==> config.mk <==
export PLATFORM = sky130hd
export DESIGN_NAME = hsi_tx_coder
export DESIGN_NICKNAME = d
export VERILOG_FILES = /design/src/rtl/hsi_tx_coder.sv
export SDC_FILE = /design/constraint.sdc
export NUM_CORES = 1
export LEC_CHECK = 0
export ABC_AREA = 1
export BUFFER_PORTS_ARGS = -buffer_cell sky130_fd_sc_hd__buf_2
export CAP_MARGIN = 25
export CORE_MARGIN = 2
export CORE_UTILIZATION = 50
export DETAILED_ROUTE_END_ITERATION = 6
export PLACE_DENSITY = 0.71
export SLEW_MARGIN = 25
export SYNTH_ARGS = -nofsm -noshare
export SYNTH_HDL_FRONTEND = slang
export SYNTH_SLANG_ARGS = --single-unit
==> constraint.sdc <==
create_clock -name clk -period 2.3 [get_ports clk]
set_input_delay 0.115 -clock clk [delete_from_list [all_inputs] [get_ports clk]]
set_output_delay 0.115 -clock clk [all_outputs]
set_load 0.01 [all_outputs]
==> src/rtl/hsi_tx_coder.sv <==
// Manchester line coder for the slave transmit path: sync, 8 data bits (MSB first), odd parity,
// optional inter-message gap. All outputs are registered from next-state values.
//
// state | meaning
// IDLE  | line released, waiting for d_rdy or msg_end
// SYNC  | two-bit frame delimiter, half-bits H,H,L,L
// DATA  | eight Manchester data bits, MSB first
// PAR   | Manchester odd-parity bit
// GAP   | inter-message gap, line driven low
module hsi_tx_coder #(
   parameter int CLK_PER_HALFBIT = 4,
   parameter int GAP_BITS        = 3
) (
   input  logic       clk,
   input  logic       n_rst,
   input  logic [7:0] d,
   input  logic       d_rdy,
   input  logic       msg_end,
   output logic       busy,
   output logic       tx,
   output logic       tx_en
);

   typedef enum logic [2:0] {
      IDLE = 3'd0,
      SYNC = 3'd1,
      DATA = 3'd2,
      PAR  = 3'd3,
      GAP  = 3'd4
   } state_t;

   localparam logic [7:0] HC_LAST  = 8'(CLK_PER_HALFBIT - 1);
   localparam logic [3:0] GAP_LAST = 4'(GAP_BITS - 1);

   state_t     state, state_n;
   logic [7:0] hc, hc_n;
   logic       hb, hb_n;
   logic [3:0] bc, bc_n;
   logic [7:0] byte_q, byte_n;
   logic       gap_pend, gap_pend_n;
   logic       bit_end;
   logic       bit_v;
   logic       busy_n, tx_n;

   always_ff @(posedge clk or negedge n_rst) begin
      if (!n_rst) begin
         state    <= IDLE;
         hc       <= '0;
         hb       <= 1'b0;
         bc       <= '0;
         byte_q   <= '0;
         gap_pend <= 1'b0;
         busy     <= 1'b0;
         tx_en    <= 1'b0;
         tx       <= 1'b0;
      end else begin
         state    <= state_n;
         hc       <= hc_n;
         hb       <= hb_n;
         bc       <= bc_n;
         byte_q   <= byte_n;
         gap_pend <= gap_pend_n;
         busy     <= busy_n;
         tx_en    <= busy_n;
         tx       <= tx_n;
      end
   end

   assign bit_end = (hc == HC_LAST) && hb;

   always_comb begin
      state_n    = state;
      hc_n       = hc;
      hb_n       = hb;
      bc_n       = bc;
      byte_n     = byte_q;
      gap_pend_n = gap_pend;

      // Half-bit timing is shared by every non-idle state; wraps to hb=0 at each bit boundary.
      if (state != IDLE) begin
         if (hc == HC_LAST) begin
            hc_n = '0;
            hb_n = ~hb;
         end else begin
            hc_n = hc + 8'd1;
         end
      end

      case (state)
         IDLE: begin
            hc_n = '0;
            hb_n = 1'b0;
            bc_n = '0;
            if (d_rdy) begin
               byte_n     = d;
               gap_pend_n = msg_end;
               state_n    = SYNC;
            end else if (msg_end) begin
               state_n = GAP;
            end
         end
         SYNC: begin
            if (msg_end) gap_pend_n = 1'b1;
            if (bit_end) begin
               if (bc == 4'd1) begin
                  bc_n    = '0;
                  state_n = DATA;
               end else begin
                  bc_n = bc + 4'd1;
               end
            end
         end
         DATA: begin
            if (msg_end) gap_pend_n = 1'b1;
            if (bit_end) begin
               if (bc == 4'd7) begin
                  bc_n    = '0;
                  state_n = PAR;
               end else begin
                  bc_n = bc + 4'd1;
               end
            end
         end
         PAR: begin
            if (msg_end) gap_pend_n = 1'b1;
            // msg_end on the very last parity cycle still earns a gap.
            if (bit_end) begin
               bc_n = '0;
               if (gap_pend || msg_end) begin
                  gap_pend_n = 1'b0;
                  state_n    = GAP;
               end else begin
                  state_n = IDLE;
               end
            end
         end
         GAP: begin
            if (bit_end) begin
               if (bc == GAP_LAST) begin
                  bc_n    = '0;
                  state_n = IDLE;
               end else begin
                  bc_n = bc + 4'd1;
               end
            end
         end
         default: begin
            state_n    = IDLE;
            hc_n       = '0;
            hb_n       = 1'b0;
            bc_n       = '0;
            gap_pend_n = 1'b0;
         end
      endcase
   end

   always_comb begin
      bit_v  = 1'b0;
      busy_n = (state_n != IDLE);
      tx_n   = 1'b0;
      case (state_n)
         SYNC: tx_n = (bc_n == 4'd0);
         DATA: begin
            bit_v = byte_n[~bc_n[2:0]];
            tx_n  = hb_n ? ~bit_v : bit_v;
         end
         PAR: begin
            bit_v = ~^byte_n;
            tx_n  = hb_n ? ~bit_v : bit_v;
         end
         default: tx_n = 1'b0;
      endcase
   end

endmodule

==> flow_summary_export.csv <==
group,metric,value,unit
run_status,status,"finished clean",
worst_setup_path,crit_type,"flip-flop to flip-flop",
cts,clock-sinks,27,
timing,worst_pin_slew,0.610,ns
hold_path,hold_path.class,"primary input to flip-flop",
drt,maxUsedRoutingLayer,"met4",
cells_and_area,final_area,0.00237,sq mm
worst_setup_path,startpoint_type,"flip-flop",
timing,grt_setup_unrepaired,"true",
cells_and_area,mostFrequentLayoutCells,"nand2_1, inv_1, nand3_1",
power_and_ir_drop,internal_power,1.35,mW
floorplanning,die_h,66.7,um
timing,totalNegativeSetupSlack,0,ns
synth,yosys_warnings,0,
grt,antenna_found_initial,0,
cells_and_area,syn_to_final_growth,20.6,%
worst_setup_path,crit_buf_inv,3,
run,cap_viol_max_count,0,
power_and_ir_drop,powerDensity,1070,mW/mm^2
drt,wl_met1,2.08,mm
floorplanning,io_pins,15,
power_and_ir_drop,p_leak,1.26,nW
drt,route.vias.total,1952,
power_and_ir_drop,ir_worst_vdd,597,uV
power_and_ir_drop,pwr-share-clk,0.114,
cts,cts_tree,"done",
synth,ys_seq_elements,27,
worst_setup_path,crit_family,"simple AND/OR/NAND/NOR gates",
hold_path,hold_depth,3,
worst_setup_path,path_cells,"inv_2 > nand3_2 > nor4_4 > ha_2 > buf_6 > nand4_1 > o2111ai_1 > nand2_1 > buf_4 > nand3_2 > nand3_1 > nand3_1 > nand2_1",
power_and_ir_drop,total_power,2.53,mW
timing,max-slew-margin-rel,0.593,
floorplanning,die_w,66.7,um
drt,routed_via_density,5.08,
timing,drv_slew,0,
grt,overflow,0,
power_and_ir_drop,switching_power,1.18,mW
worst_setup_path,r2r_end,"tx$_DFF_PN0_",
drt,finalWirelength,4.50,mm
worst_setup_path,r2r_slack,0.07,ns
worst_setup_path,cp_slowest_stage_delay,0.42,ns
synth,avgSynthCellArea,6.55,sq um
drt,met3WireLength,157,um
synth,ys_types,32,
cells_and_area,drive_gt1_frac,0.247,
worst_setup_path,crit_fanout,6,
floorplanning,dieArea,0.00445,sq mm
cts,clk_latency,0.29,ns
synth,ys_seq_area_frac,0.344,
power_and_ir_drop,combinationalPowerShare,0.574,
cts,htreeDepth,1,
drt,postRouteAntennaNets,0,
drt,routedWlPerCell,11.7,um
grt,grt_pass1_wl,7.57,mm
cells_and_area,diodes,0,
timing,period_minus_slack,2.23,ns
drt,drc,0,
power_and_ir_drop,switching_share,0.466,
placement,portBuffers,14,
worst_setup_path,cp_slowest_cell,"dfrtp_1",
placement,gp_congestion,0.931,
placement,place_area,0.00217,sq mm
floorplanning,core-area,0.00372,sq mm
cells_and_area,final_common_cell,"nand2_1",
hold_path,whs_endpoint,"byte_q[1]$_DFF_PN0_",
timing,finalSetupViolCount,0,
worst_setup_path,rr_worst_depth,13,
worst_setup_path,endpoint_kind,"flip-flop",
drt,wl_met2,2.09,mm
synth,syn_inst,300,
synth,netlist_area,0.00196,sq mm
placement,dpl.hpwl,3.37,mm
drt,first_pass_iters,4,
grt,grt_max_degree,28,
floorplanning,start_util,0.529,
cts,cts_made_buffers,3,
timing,fin_crit_sh,0.971,
grt,globalRouteTotalUtil,0.221,
cells_and_area,num-nets-final,355,
cts,root_buffer,"clkbuf_8",
grt,grt_pass1_vias,1804,
hold_path,hp-start,"d[1]",
cts,clkTransAtPathRegs,0.10,ns
timing,max_freq,448,MHz
power_and_ir_drop,seqPwrFrac,0.312,
drt,drt_iter0_markers,132,
worst_setup_path,cp_data_required_time,2.49,ns
worst_setup_path,cp.arrival,2.42,ns
cts,clockBufferDepth,2,
worst_setup_path,reg2reg_from,"hc[6]$_DFFE_PN0P_",
synth,synth_nets,318,
floorplanning,rows,22,
timing,hold_viol,0,
timing,skew,0.00324,ns
-- metal layers --
layer | track usage | up-vias
li1 | - | 1020
met1 | 0.286 | 866
met2 | 0.364 | 51
met3 | 0.0236 | 15
met4 | 0.115 | 0
met5 | 0 | -
-- repair_timing --
action,4_1_cts,5_1_grt
hold buffers,1,0
pin swaps,0,11
gates resized for setup,1,27
endpoints found under the hold margin,27,0
cloned,0,1
buffers inserted,0,6
setup endpoints to repair,1,3
-- sequential cells by signal (all words and copies together), names as in the netlist --
name and cells:
hc 8, hb 1, tx_en 1, bc 4, tx 1, state 3
byte_q 8, gap_pend 1
-- cell type report --
| cell class | count | area, sq um |
|---|---|---|
| Clock buffer | 3 | 41.3 |
| Inverter | 45 | 169 |
| Fill cell | 347 | 1350 |
| Tap cell | 48 | 60.1 |
| Sequential cell | 27 | 676 |
| Timing Repair Buffer | 36 | 241 |
| Multi-Input combinational cell | 224 | 1170 |
| Clock inverter | 1 | 7.51 |
-- cell families after synthesis --
family                     count (synthesis)  synth area share
DFF                                       27             0.344
muxes                                      1           0.00510
and+or+nand+nor                          193             0.427
AOI/OAI and AO/OA                         21            0.0707
adders and majority gates                  6            0.0382
xor gates and xnor gates                   3            0.0134
buffers and inverters                     49             0.102
-- power by group through the flow --
stage	Combinational [mW]	Clock [mW]	Sequential [mW]
3_5_place_dp	1.28	0	0.786
2_1_floorplan	0.978	0	0.768
6_report	1.45	0.290	0.789
3_3_place_gp	1.25	0	0.780
5_1_grt	1.68	0.315	0.807
4_1_cts	1.29	0.293	0.777
-- cells in the mapped netlist (all sizes together) --
cell	count	area, sq um
a21boi	1	7.51
a21oi	3	15.0
buf	4	31.3
clkinv	1	3.75
dfrtp	27	676
ha	6	75.1
inv	44	165
mux2i	1	10.0
nand2	114	443
nand3	34	175
nand3b	1	7.51
nand4	4	25.0
nor2	30	125
nor3	8	50.1
nor4	1	6.26
o2111ai	1	8.76
o211ai	1	7.51
o21ai	14	92.6
o31ai	1	7.51
or2	1	6.26
xnor2	2	17.5
xor2	1	8.76
-- tightest hold or removal path, cell delays in order --
cell and delay (ns):
buf_2 0.08, nand2_1 0.05, nand2_1 0.09
-- stage by stage --
| stage | std cells | worst slack, ns | hold WS, ns | utilization |
|---|---|---|---|---|
| after floorplan | 300 | 0.0663 | -0.181 | - |
| after global placement | 372 | 0.0692 | 0.164 | 0.585 |
| after detailed placement | 372 | -0.0119 | 0.167 | 0.585 |
| after CTS | 377 | 0.00636 | 0.0904 | 0.602 |
| after global routing | 384 | -0.0960 | 0.118 | 0.637 |
| final | 384 | 0.0668 | 0.0851 | 0.637 |
-- how the worst max path moves through the flow --
stage	from	end	slack (ns)	cells after the start
3_5_place_dp	hc[0]$_DFFE_PN0P_	tx$_DFF_PN0_	-0.01	17
5_1_grt	hc[6]$_DFFE_PN0P_	tx$_DFF_PN0_	-0.1	16
6_report	hc[6]$_DFFE_PN0P_	tx$_DFF_PN0_	0.07	13
2_1_floorplan	hc[0]$_DFFE_PN0P_	tx$_DFF_PN0_	0.07	16
3_3_place_gp	hc[0]$_DFFE_PN0P_	tx$_DFF_PN0_	0.07	17
4_1_cts	hc[0]$_DFFE_PN0P_	tx$_DFF_PN0_	0.006	17
(Power assumes the default switching activity.)
